### src/rtl/data_island_packet_scheduler.sv
// Picks one HDMI data-island packet per slot: audio, ACR, AVI, Audio InfoFrame or null.
// Stereo samples are buffered in a small FIFO; one enable pulse goes to the granted generator.
module data_island_packet_scheduler #(
  parameter int AUDIO_FIFO_DEPTH = 4,
  parameter int ACR_PERIOD       = 25200
) (
  input  logic                                 clk_pixel,
  input  logic                                 reset_n,
  input  logic                                 audio_sample_valid,
  input  logic [1:0][23:0]                     audio_sample_word_in,
  input  logic                                 frame_start,
  input  logic                                 packet_slot,
  output logic [7:0]                           packet_type,
  output logic [1:0][23:0]                     audio_sample_word,
  output logic                                 acr_enable,
  output logic                                 audio_enable,
  output logic                                 avi_enable,
  output logic                                 audio_if_enable,
  output logic [$clog2(AUDIO_FIFO_DEPTH):0]    audio_fifo_count,
  output logic                                 audio_overflow
);

  localparam int AW = $clog2(AUDIO_FIFO_DEPTH);
  localparam int CW = AW + 1;
  localparam int TW = $clog2(ACR_PERIOD);
  localparam logic [CW-1:0] FULL_C   = CW'(AUDIO_FIFO_DEPTH);
  localparam logic [CW-1:0] HALF_C   = CW'(AUDIO_FIFO_DEPTH / 2);
  localparam logic [TW-1:0] ACR_LAST = TW'(ACR_PERIOD - 1);

  typedef enum logic [2:0] {G_NULL, G_AUDIO, G_ACR, G_AVI, G_AIF} grant_e;

  logic [AUDIO_FIFO_DEPTH-1:0][1:0][23:0] mem;
  logic [AW-1:0] wr_ptr, rd_ptr;
  logic [TW-1:0] acr_timer;
  logic          acr_pend, avi_pend, aif_pend;
  logic          acr_wrap, full, push, pop;
  grant_e        sel;

  // Arbitration looks only at registered state, so a same-cycle push is not seen.
  always_comb begin
    sel = G_NULL;
    if (audio_fifo_count >= HALF_C)      sel = G_AUDIO;
    else if (acr_pend)                   sel = G_ACR;
    else if (audio_fifo_count != '0)     sel = G_AUDIO;
    else if (avi_pend)                   sel = G_AVI;
    else if (aif_pend)                   sel = G_AIF;
  end

  assign full     = (audio_fifo_count == FULL_C);
  assign pop      = packet_slot && (sel == G_AUDIO);
  assign push     = audio_sample_valid && (!full || pop);
  assign acr_wrap = (acr_timer == ACR_LAST);

  always_ff @(posedge clk_pixel) begin
    if (push) mem[wr_ptr] <= audio_sample_word_in;
  end

  always_ff @(posedge clk_pixel or negedge reset_n) begin
    if (!reset_n) begin
      wr_ptr           <= '0;
      rd_ptr           <= '0;
      audio_fifo_count <= '0;
      audio_overflow   <= 1'b0;
    end else begin
      if (push) wr_ptr <= wr_ptr + 1'b1;
      if (pop)  rd_ptr <= rd_ptr + 1'b1;
      case ({push, pop})
        2'b10:   audio_fifo_count <= audio_fifo_count + 1'b1;
        2'b01:   audio_fifo_count <= audio_fifo_count - 1'b1;
        default: audio_fifo_count <= audio_fifo_count;
      endcase
      if (audio_sample_valid && full && !pop) audio_overflow <= 1'b1;
    end
  end

  // A set event wins over a same-cycle grant so no request is lost.
  always_ff @(posedge clk_pixel or negedge reset_n) begin
    if (!reset_n) begin
      acr_timer <= '0;
      acr_pend  <= 1'b0;
      avi_pend  <= 1'b0;
      aif_pend  <= 1'b0;
    end else begin
      acr_timer <= acr_wrap ? '0 : acr_timer + 1'b1;
      if (acr_wrap)                                acr_pend <= 1'b1;
      else if (packet_slot && sel == G_ACR)        acr_pend <= 1'b0;
      if (frame_start)                             avi_pend <= 1'b1;
      else if (packet_slot && sel == G_AVI)        avi_pend <= 1'b0;
      if (frame_start)                             aif_pend <= 1'b1;
      else if (packet_slot && sel == G_AIF)        aif_pend <= 1'b0;
    end
  end

  always_ff @(posedge clk_pixel or negedge reset_n) begin
    if (!reset_n) begin
      packet_type       <= 8'h00;
      audio_sample_word <= '0;
      acr_enable        <= 1'b0;
      audio_enable      <= 1'b0;
      avi_enable        <= 1'b0;
      audio_if_enable   <= 1'b0;
    end else begin
      acr_enable      <= packet_slot && (sel == G_ACR);
      audio_enable    <= packet_slot && (sel == G_AUDIO);
      avi_enable      <= packet_slot && (sel == G_AVI);
      audio_if_enable <= packet_slot && (sel == G_AIF);
      if (pop) audio_sample_word <= mem[rd_ptr];
      if (packet_slot) begin
        case (sel)
          G_AUDIO: packet_type <= 8'h02;
          G_ACR:   packet_type <= 8'h01;
          G_AVI:   packet_type <= 8'h82;
          G_AIF:   packet_type <= 8'h84;
          default: packet_type <= 8'h00;
        endcase
      end
    end
  end

endmodule

### config.mk
export PLATFORM = sky130hd
export DESIGN_NAME = data_island_packet_scheduler
export DESIGN_NICKNAME = d
export VERILOG_FILES = /design/src/rtl/data_island_packet_scheduler.sv
export SDC_FILE = /design/constraint.sdc
export NUM_CORES = 1
export LEC_CHECK = 0
export CAP_MARGIN = 20
export CORE_UTILIZATION = 27
export CTS_BUF_LIST = sky130_fd_sc_hd__clkbuf_8 sky130_fd_sc_hd__clkbuf_16
export DETAILED_ROUTE_END_ITERATION = 10
export GPL_ROUTABILITY_DRIVEN = 1
export PLACE_DENSITY = 0.42
export REMOVE_ABC_BUFFERS = 1
export SLEW_MARGIN = 20
export SYNTH_ARGS = -nofsm -noshare
export SYNTH_HDL_FRONTEND = slang
export SYNTH_SLANG_ARGS = --single-unit
### constraint.sdc
create_clock -name clk_pixel -period 4.3 [get_ports clk_pixel]
set_clock_uncertainty 0.1 [all_clocks]
set_input_delay 0.645 -clock clk_pixel [delete_from_list [all_inputs] [get_ports clk_pixel]]
set_output_delay 0.645 -clock clk_pixel [all_outputs]
set_load 0.1 [all_outputs]
==> results of run 1 <==
## synth_stat cells (2+ instances only)
| master | instances |
|---|---|
| xnor2_1 | 10 |
| buf_4 | 4 |
| o21ai_0 | 3 |
| buf_6 | 11 |
| nand3_1 | 9 |
| nand4_1 | 4 |
| ha_1 | 6 |
| inv_1 | 12 |
| mux4_2 | 48 |
| nor2b_1 | 2 |
| mux2_2 | 48 |
| and3_1 | 4 |
| clkbuf_1 | 4 |
| and2_1 | 4 |
| edfxtp_1 | 192 |
| nor2_1 | 12 |
| a21o_1 | 3 |
| nor4b_1 | 3 |
| nand2_1 | 8 |
| xor2_1 | 8 |
| and4_1 | 3 |
| nand2b_1 | 2 |
| buf_2 | 2 |
| dfrtp_1 | 82 |
## how the worst min path moves through the flow
| stage | start | endpoint | slack, ns | cells after the start |
|---|---|---|---|---|
| 2_1_floorplan | reset_n | acr_enable | 0.25 | 0 |
| 3_3_place_gp | audio_overflow | audio_overflow | 0.36 | 1 |
| 3_5_place_dp | audio_overflow | audio_overflow | 0.36 | 1 |
| 4_1_cts | reset_n | audio_sample_word[19] | 0.12 | 1 |
| 5_1_grt | reset_n | audio_sample_word[19] | 0.16 | 1 |
| 6_report | reset_n | audio_sample_word[19] | 0.10 | 1 |
## flip-flops by register name, summed over array words and instances (netlist names), 2 cells and up
signal,cells
packet_type,4
audio_fifo_count,3
acr_timer,15
mem,192
audio_sample_word,48
rd_ptr,2
wr_ptr,2
## power by group
part / switching [mW] / total, mW / internal, mW / leakage, nW
combinational: 2.84 / 4.15 / 1.31 / 1.34
clock: 1.04 / 2.59 / 1.56 / 0.537
sequential: 0.373 / 3.90 / 3.52 / 2.75
## metrics by stage
stage | setup WS, ns | std cells | hold slack [ns]
final | 1.34 | 1162 | 0.105
after global routing | 1.28 | 1159 | 0.161
after CTS | 1.31 | 1158 | 0.123
after detailed placement | 1.03 | 1102 | 0.362
after global placement | 1.14 | 1102 | 0.356
after floorplan | 1.03 | 476 | 0.249
## layer usage
| metal | global-route usage [%] | wire [um] |
|---|---|---|
| met5 | 0 | 13 |
| met4 | 2.78 | 442 |
| met3 | 2.51 | 1170 |
| met2 | 18.1 | 10000 |
| met1 | 15.1 | 9710 |
## cell families (layout without fill, tap and decap cells)
| logic type | after synthesis | after routing | share of synthesized area [%] |
|---|---|---|---|
| DFF | 274 | 274 | 75.8 |
| AOI/OAI and AO/OA | 8 | 8 | 0.643 |
| xor gates and xnor gates | 18 | 18 | 1.53 |
| buffers and inverters | 34 | 185 | 2.21 |
| other | 1 | 7 | 0.0363 |
| muxes | 97 | 97 | 15.8 |
| and+or+nand+nor | 55 | 55 | 3.08 |
| adders and majority gates | 7 | 7 | 0.922 |
## layout make-up
class | count | area [um^2]
Antenna cell | 3 | 7.51
Fill cell | 3613 | 24700
Sequential cell | 274 | 7820
Inverter | 13 | 48.8
Clock buffer | 40 | 922
Tap cell | 511 | 639
Timing Repair Buffer | 116 | 1170
Clock inverter | 16 | 106
Multi-Input combinational cell | 189 | 2290
==> flow_summary.json, run 1 <==
{
  "status": "completed",
  "clock.fmax_mhz": 338,
  "std_cell_rows": 71,
  "slew_headroom_pct": 32.3,
  "total_power_mw": 10.6,
  "layout.nets": 684,
  "ir_drop_v": 0.000539,
  "cap_violations": 0,
  "startpoint": "audio_fifo_count[2]",
  "r2r_cells": 9,
  "power_density_nw_per_um2": 817,
  "worst_pin_slew_ns": 1.01,
  "cp-end-kind": "primary output",
  "synth_cells": 494,
  "ctsResizeCount": 0,
  "min_period_ns": 2.96,
  "path_depth": 1,
  "top_level_ports": 117,
  "critPathLaunchType": "flop",
  "drtIter0Drc": 209,
  "maxSlewViolCount": 0,
  "wl_um": 21300,
  "wl_per_cell_um": 18.4,
  "drc_errors": 0,
  "worstPathMaxFanout": 5,
  "crit_family": "buffers and inverters",
  "antenna_left": 0,
  "dr.pass1.iters": 4,
  "yosys_warnings": 0,
  "r2r-end": "audio_fifo_count[2]",
  "synth.avg_cell_area_um2": 20.9,
  "crit_end": "audio_fifo_count[2]",
  "num_vias": 4865,
  "utilization_pct": 34.5,
  "placed_area_um2": 11900,
  "synth_seq_cells": 274,
  "netlist_top_cells_area": "edfxtp_1, dfrtp_1, mux4_2, mux2_2, buf_6",
  "gp_routability_congestion": 0.698,
  "synth_edf_count": 192,
  "ys_types": 34,
  "yosysTopAreaCell": "edfxtp_1",
  "tns_ns": 0,
  "cp_num_buf_inv": 1,
  "clock-root-buffer": "clkbuf_16",
  "grt_pass1_wl_um": 32900,
  "power.leakage_nw": 4.63,
  "worstPathRequired_ns": 3.56,
  "rsz0062_at_grt": "no",
  "reg2reg_from": "audio_fifo_count[1]",
  "cts_buffers": 30,
  "crit_type": "reg -> out",
  "drive_gt1_share_pct": 24.7,
  "clock-sinks": 274,
  "crit_slowest_cell": "clkdlybuf4s50_1",
  "cts-hold-fix-buffers": 0,
  "grt_max_degree": 57,
  "hpwl_um": 12800,
  "mostFrequentLayoutCell": "edfxtp_1",
  "die_x_um": 197,
  "final_cell_mix": "edfxtp_1, clkdlybuf4s50_1, dfrtp_1",
  "io_buffers": 112,
  "grt_pass1_vias": 5442,
  "stdcell_area_um2": 13000,
  "start_util_pct": 27.4,
  "dieHeight_um": 197,
  "die-area_um2": 39000,
  "grt_use_total_pct": 11.2,
  "synth_top_area_share_pct": 55.9,
  "h-tree-depth": 1,
  "netlist_area_um2": 10300,
  "setup_viol": 0,
  "cts_buffer_depth": 3,
  "cts_tree": "yes",
  "synth_seq_area_share_pct": 75.8,
  "hp-class": "in -> async",
  "max_stage_delay_ns": 1.19,
  "core_um2": 37700,
  "async_reset_ff_share_pct": 29.9,
  "r2r_setup_slack_ns": 1.86,
  "ys.flop_type": "edfxtp_1",
  "vias_per_cell": 4.19,
  "clk_latency_ns": 0.54,
  "fin_crit_sh_pct": 68.8,
  "postCtsSetupBuffers": 0,
  "arrival_ns": 2.21,
  "path_cells": "clkdlybuf4s50_1",
  "hold_viol_final": 0,
  "antenna_found_initial": 3,
  "clk_pin_slew_worst_paths_ns": 0.06,
  "overflow": 0,
  "syn2layout_area_growth_pct": 26.1
}
(Power assumes the default switching activity.)
==> inputs of run 2 (changes only) <==
==> constraint.sdc (replaced) <==
create_clock -name clk_pixel -period 2.8 [get_ports clk_pixel]
set_clock_uncertainty 0.1 [all_clocks]
set_input_delay 0.42 -clock clk_pixel [delete_from_list [all_inputs] [get_ports clk_pixel]]
set_output_delay 0.42 -clock clk_pixel [all_outputs]
set_load 0.1 [all_outputs]
==> run 2 against run 1 <==
Net effect:
- global-route usage rose by 0.41 points
- critical path depth grew 8
- clock-buffer cell count down 2
- clock power up 60%
- non-clock buffer count is 13 higher
- via count up 2.6%
- sequential share of layout area down 0.64 points
- cell count up 1.5%
- core utilization rose by 0.37 points
- critical endpoint is now audio_fifo_count[2]
- highest routed layer is now met4
==> flow_summary.json, run 2 (synthesis gave the netlist of run 1 again) <==
{
  "hold_viol_final": 0,
  "maxSlewViolCount": 0,
  "slew_headroom_pct": 66.2,
  "drc_errors": 0,
  "h-tree-depth": 2,
  "num_vias": 4992,
  "io_buffers": 112,
  "std_cell_rows": 71,
  "fill_cells": 3642,
  "status": "completed",
  "worstPathMaxFanout": 6,
  "mostFrequentLayoutCell": "edfxtp_1",
  "arrival_ns": 2.68,
  "placed_area_um2": 12000,
  "vias_per_cell": 4.23,
  "cts_buffers": 34,
  "clock-root-buffer": "clkbuf_16",
  "antenna_found_initial": 2,
  "layout.nets": 701,
  "final_cell_mix": "edfxtp_1, dfrtp_1, buf_4",
  "largest_register_ffs": 192,
  "top_level_ports": 117,
  "grt_use_total_pct": 11.6,
  "clk_pin_slew_worst_paths_ns": 0.06,
  "hpwl_um": 12900,
  "hp-class": "in -> async",
  "crit_type": "reg -> reg",
  "postCtsSetupBuffers": 0,
  "grt_pass1_vias": 5579,
  "start_util_pct": 27.4,
  "setup_viol": 0,
  "dieHeight_um": 197,
  "drtIter0Drc": 152,
  "cap_violations": 0,
  "clock-sinks": 274,
  "critPathLaunchType": "flop",
  "drive_gt1_share_pct": 34.8,
  "wl_per_cell_um": 18.3,
  "antenna_left": 0,
  "r2r_setup_slack_ns": 0.43,
  "power_density_nw_per_um2": 1260,
  "cts_buffer_depth": 3,
  "ctsResizeCount": 0,
  "worstPathRequired_ns": 3.11,
  "top_register": "mem",
  "grt_max_degree": 51,
  "die_x_um": 197,
  "r2r_cells": 9,
  "setup_slack_ns": 0.430,
  "min_period_ns": 2.37,
  "seqCellArea_um2": 7820,
  "core_um2": 37700,
  "cts_tree": "yes",
  "r2r-end": "audio_fifo_count[2]",
  "die-area_um2": 39000,
  "cts-hold-fix-buffers": 1,
  "multi_input_area_um2": 2290,
  "reg_top3": "mem: 192 flops, audio_sample_word: 48 flops, acr_timer: 15 flops",
  "wl_um": 21500,
  "rsz0062_at_grt": "no",
  "fin_crit_sh_pct": 84.6,
  "cp-end-kind": "flop",
  "power.leakage_nw": 4.83,
  "clock.fmax_mhz": 422,
  "gp_routability_congestion": 0.730,
  "stdcell_area_um2": 13100,
  "overflow": 0,
  "dr.pass1.iters": 4,
  "reg2reg_from": "audio_fifo_count[0]",
  "dp_slack_ns": 0.0532,
  "worst_pin_slew_ns": 0.507,
  "utilization_pct": 34.9,
  "syn2layout_area_growth_pct": 27.4,
  "clk_latency_ns": 0.50,
  "ir_drop_v": 0.000897,
  "grt_pass1_wl_um": 33800
}
==> run 2: cell type report <==
cell class | count | share of cell area, %
sequential | 274 | 59.5
inverter | 13 | 0.371
clock buffer | 38 | 6.89
antenna | 2 | 0.0381
tap | 511 | 4.86
timing repair buffer | 129 | 9.50
multi-input combinational | 189 | 17.4
clock inverter | 24 | 1.41
==> run 2: layer usage <==
layer	vias to the layer above	GRT usage [%]	wire, um
met4	0	3.07	375
met5	-	0	0
met3	36	3.19	1220
met2	116	19.5	10500
met1	2596	14.6	9420
li1	2244	-	-
==> run 2: worst max path at each step <==
stage	start	slack, ns	endpoint	cells past startpoint
global placement	packet_slot	0.16	audio_fifo_count[2]	10
global route	audio_fifo_count[0]	0.21	audio_fifo_count[2]	9
detailed placement	packet_slot	0.05	audio_fifo_count[2]	10
floorplan	audio_fifo_count[0]	-0.47	audio_fifo_count[2]	9
CTS	audio_fifo_count[0]	0.40	audio_fifo_count[2]	9
finish	audio_fifo_count[0]	0.43	audio_fifo_count[2]	9
==> run 2: worst max-delay path, stage by stage (launching register included) <==
cell and delay, ns:
dfrtp_1 0.46, nor4b_1 0.48, nor2b_1 0.13, inv_1 0.09, ha_1 0.18, inv_1 0.06, fa_1 0.38, xor2_1 0.15
nor2_1 0.11, xor2_1 0.16
==> run 2: stage by stage <==
stage                     std cells  total power [mW]  hold WS, ns  setup TNS (ns)
after floorplan                 476              10.8       0.0244          -99.37
after global placement         1115              12.5        0.329               0
after detailed placement       1115              12.6        0.341               0
after CTS                      1178              16.9        0.353               0
after global routing           1178              17.3        0.383               0
final                          1180              16.5        0.343               0
==> run 2: where the power goes <==
group          internal (mW)  switching [mW]  leakage, nW
combinational           2.01            4.57         1.51
sequential              5.40           0.401         2.75
clock                   2.52            1.63        0.578
==> inputs of run 3 (changes only) <==
--- a/config.mk
+++ b/config.mk
@@ -10,7 +10,7 @@
 export CTS_BUF_LIST = sky130_fd_sc_hd__clkbuf_8 sky130_fd_sc_hd__clkbuf_16
 export DETAILED_ROUTE_END_ITERATION = 10
 export GPL_ROUTABILITY_DRIVEN = 1
-export PLACE_DENSITY = 0.42
+export PLACE_DENSITY = 0.44
 export REMOVE_ABC_BUFFERS = 1
 export SLEW_MARGIN = 20
 export SYNTH_ARGS = -nofsm -noshare
==> constraint.sdc (replaced) <==
create_clock -name clk_pixel -period 1.95 [get_ports clk_pixel]
set_clock_uncertainty 0.1 [all_clocks]
set_input_delay 0.2925 -clock clk_pixel [delete_from_list [all_inputs] [get_ports clk_pixel]]
set_output_delay 0.2925 -clock clk_pixel [all_outputs]
set_load 0.1 [all_outputs]
==> run 3 against run 2 <==
Net effect:
- the flow now finishes with violations (negative setup slack)
- highest routed layer is now met5
- flip-flop and latch count stayed put
- sequential share of layout area shrank 1.9 points
- register-to-register slack worse by 0.45 ns
- die area unchanged
==> flow_summary.json, run 3 (synthesis gave the netlist of run 1 again) <==
{
  "num_vias": 5087,
  "hold_viol_final": 0,
  "largest_register_ffs": 192,
  "maxSlewViolCount": 0,
  "drc_errors": 0,
  "critPathLaunchType": "flop",
  "wl_per_cell_um": 18.5,
  "seqPwrFrac_pct": 34.2,
  "p_int_mw": 14.8,
  "r2r_cells": 10,
  "clock.fmax_mhz": 508,
  "status": "complete, but fails checks",
  "antenna_found_initial": 1,
  "fin_cells": 1202,
  "hpwl_um": 14000,
  "cap_violations": 0,
  "cts_buffers": 30,
  "power_density_nw_per_um2": 1800,
  "placed_area_um2": 12400,
  "dieHeight_um": 197,
  "dp_cells": 1135,
  "die-area_um2": 39000,
  "core_um2": 37700,
  "syn2layout_area_growth_pct": 31.6,
  "io_buffers": 112,
  "top_register": "mem",
  "worstPathRequired_ns": 2.32,
  "dr.pass1.iters": 4,
  "drive_gt1_share_pct": 38.5,
  "gp_routability_congestion": 0.727,
  "antenna_left": 0,
  "grt_max_degree": 40,
  "crit_type": "reg -> reg",
  "grt_pass1_vias": 5416,
  "grt_pass1_wl_um": 33200,
  "start_util_pct": 27.4,
  "top_level_ports": 117,
  "overflow": 0,
  "utilization_pct": 36.0,
  "total_power_mw": 24.4,
  "tns_ns": -0.0181,
  "cts_buffer_depth": 3,
  "power.leakage_nw": 5.01,
  "setup_viol": 1,
  "hp-class": "in -> async",
  "ir_drop_v": 0.000799,
  "std_cell_rows": 71,
  "arrival_ns": 2.33,
  "p_switching_mw": 9.58,
  "wl_um": 22300,
  "layout.nets": 727,
  "die_x_um": 197,
  "reg_top3": "mem: 192 flops, audio_sample_word: 48 flops, acr_timer: 15 flops",
  "clk_latency_ns": 0.54,
  "stdcell_area_um2": 13600,
  "power_frac_comb_pct": 42.2,
  "grt_use_total_pct": 11.3,
  "power_switching_share_pct": 39.3,
  "cts_tree": "yes",
  "clock-root-buffer": "clkbuf_16",
  "r2r-end": "audio_fifo_count[2]",
  "worstPathMaxFanout": 2,
  "fin_crit_sh_pct": 101,
  "reg2reg_from": "audio_fifo_count[1]",
  "cp-end-kind": "flop",
  "h-tree-depth": 1,
  "fill_cells": 3559,
  "rsz0062_at_grt": "yes",
  "final_cell_mix": "edfxtp_1, dfrtp_1, buf_4",
  "clock-sinks": 274,
  "mostFrequentLayoutCell": "edfxtp_1",
  "setup_slack_ns": -0.0181,
  "finalHoldWorstSlack_ns": 0.147,
  "clock_power_share_pct": 23.6,
  "dp_slack_ns": -0.488,
  "min_period_ns": 1.97,
  "clk_pin_slew_worst_paths_ns": 0.06,
  "r2r_setup_slack_ns": -0.02,
  "drtIter0Drc": 221,
  "diodes": 0,
  "violations": "negative setup slack",
  "vias_per_cell": 4.23
}
## run 3: final cells by class
cell class	count	area (um^2)	share of cell area (%)
multi-input cells	189	2320	17.1
repair buffers	159	1710	12.6
clock inverters	21	203	1.49
clock buffers	35	831	6.12
inverters	13	48.8	0.359
flip-flops and latches	274	7820	57.6
well taps	511	639	4.71
## run 3: routing by layer
layer  part of all wire, %  wire [um]  global-route usage (%)
met2                    49      10900                    19.2
met3                   4.7       1040                    2.39
met4                   1.9        433                    3.07
met5                 0.040          9                       0
met1                    44       9890                    14.7
## run 3: power by group through the flow
stage	registers, mW	clock network [mW]	logic [mW]
floorplan	12.9	0	2.54
global placement	8.39	0	10.2
detailed placement	8.46	0	10.3
CTS	8.37	5.95	10.3
global route	8.49	6.19	10.8
finish	8.34	5.77	10.3
## run 3: worst max-delay path by stage
stage / from / end / slack, ns / cells after the start
4_1_cts: audio_fifo_count[0] / audio_fifo_count[2] / -0.09 / 10
3_3_place_gp: packet_slot / audio_fifo_count[2] / -0.54 / 11
5_1_grt: audio_fifo_count[0] / audio_fifo_count[2] / -0.12 / 10
6_report: audio_fifo_count[1] / audio_fifo_count[2] / -0.02 / 10
2_1_floorplan: audio_fifo_count[0] / audio_fifo_count[2] / -1.32 / 9
3_5_place_dp: packet_slot / audio_fifo_count[2] / -0.49 / 11
## run 3: worst max-delay path, stage by stage (launching register included)
cell	delay, ns
dfrtp_1	0.38
nor4b_2	0.26
buf_4	0.16
nor2b_4	0.04
inv_2	0.06
ha_4	0.13
inv_2	0.03
fa_2	0.33
xor2_1	0.14
nor2_1	0.11
xor2_1	0.14
## run 3: timing repair
action                     CTS  global route
hold endpoints to repair    26             0
gates resized for setup      5             6
cloned                       0             2
pin swaps                    4             4
setup buffers                2             6
hold buffers                 1             0
setup endpoints to repair    1             7
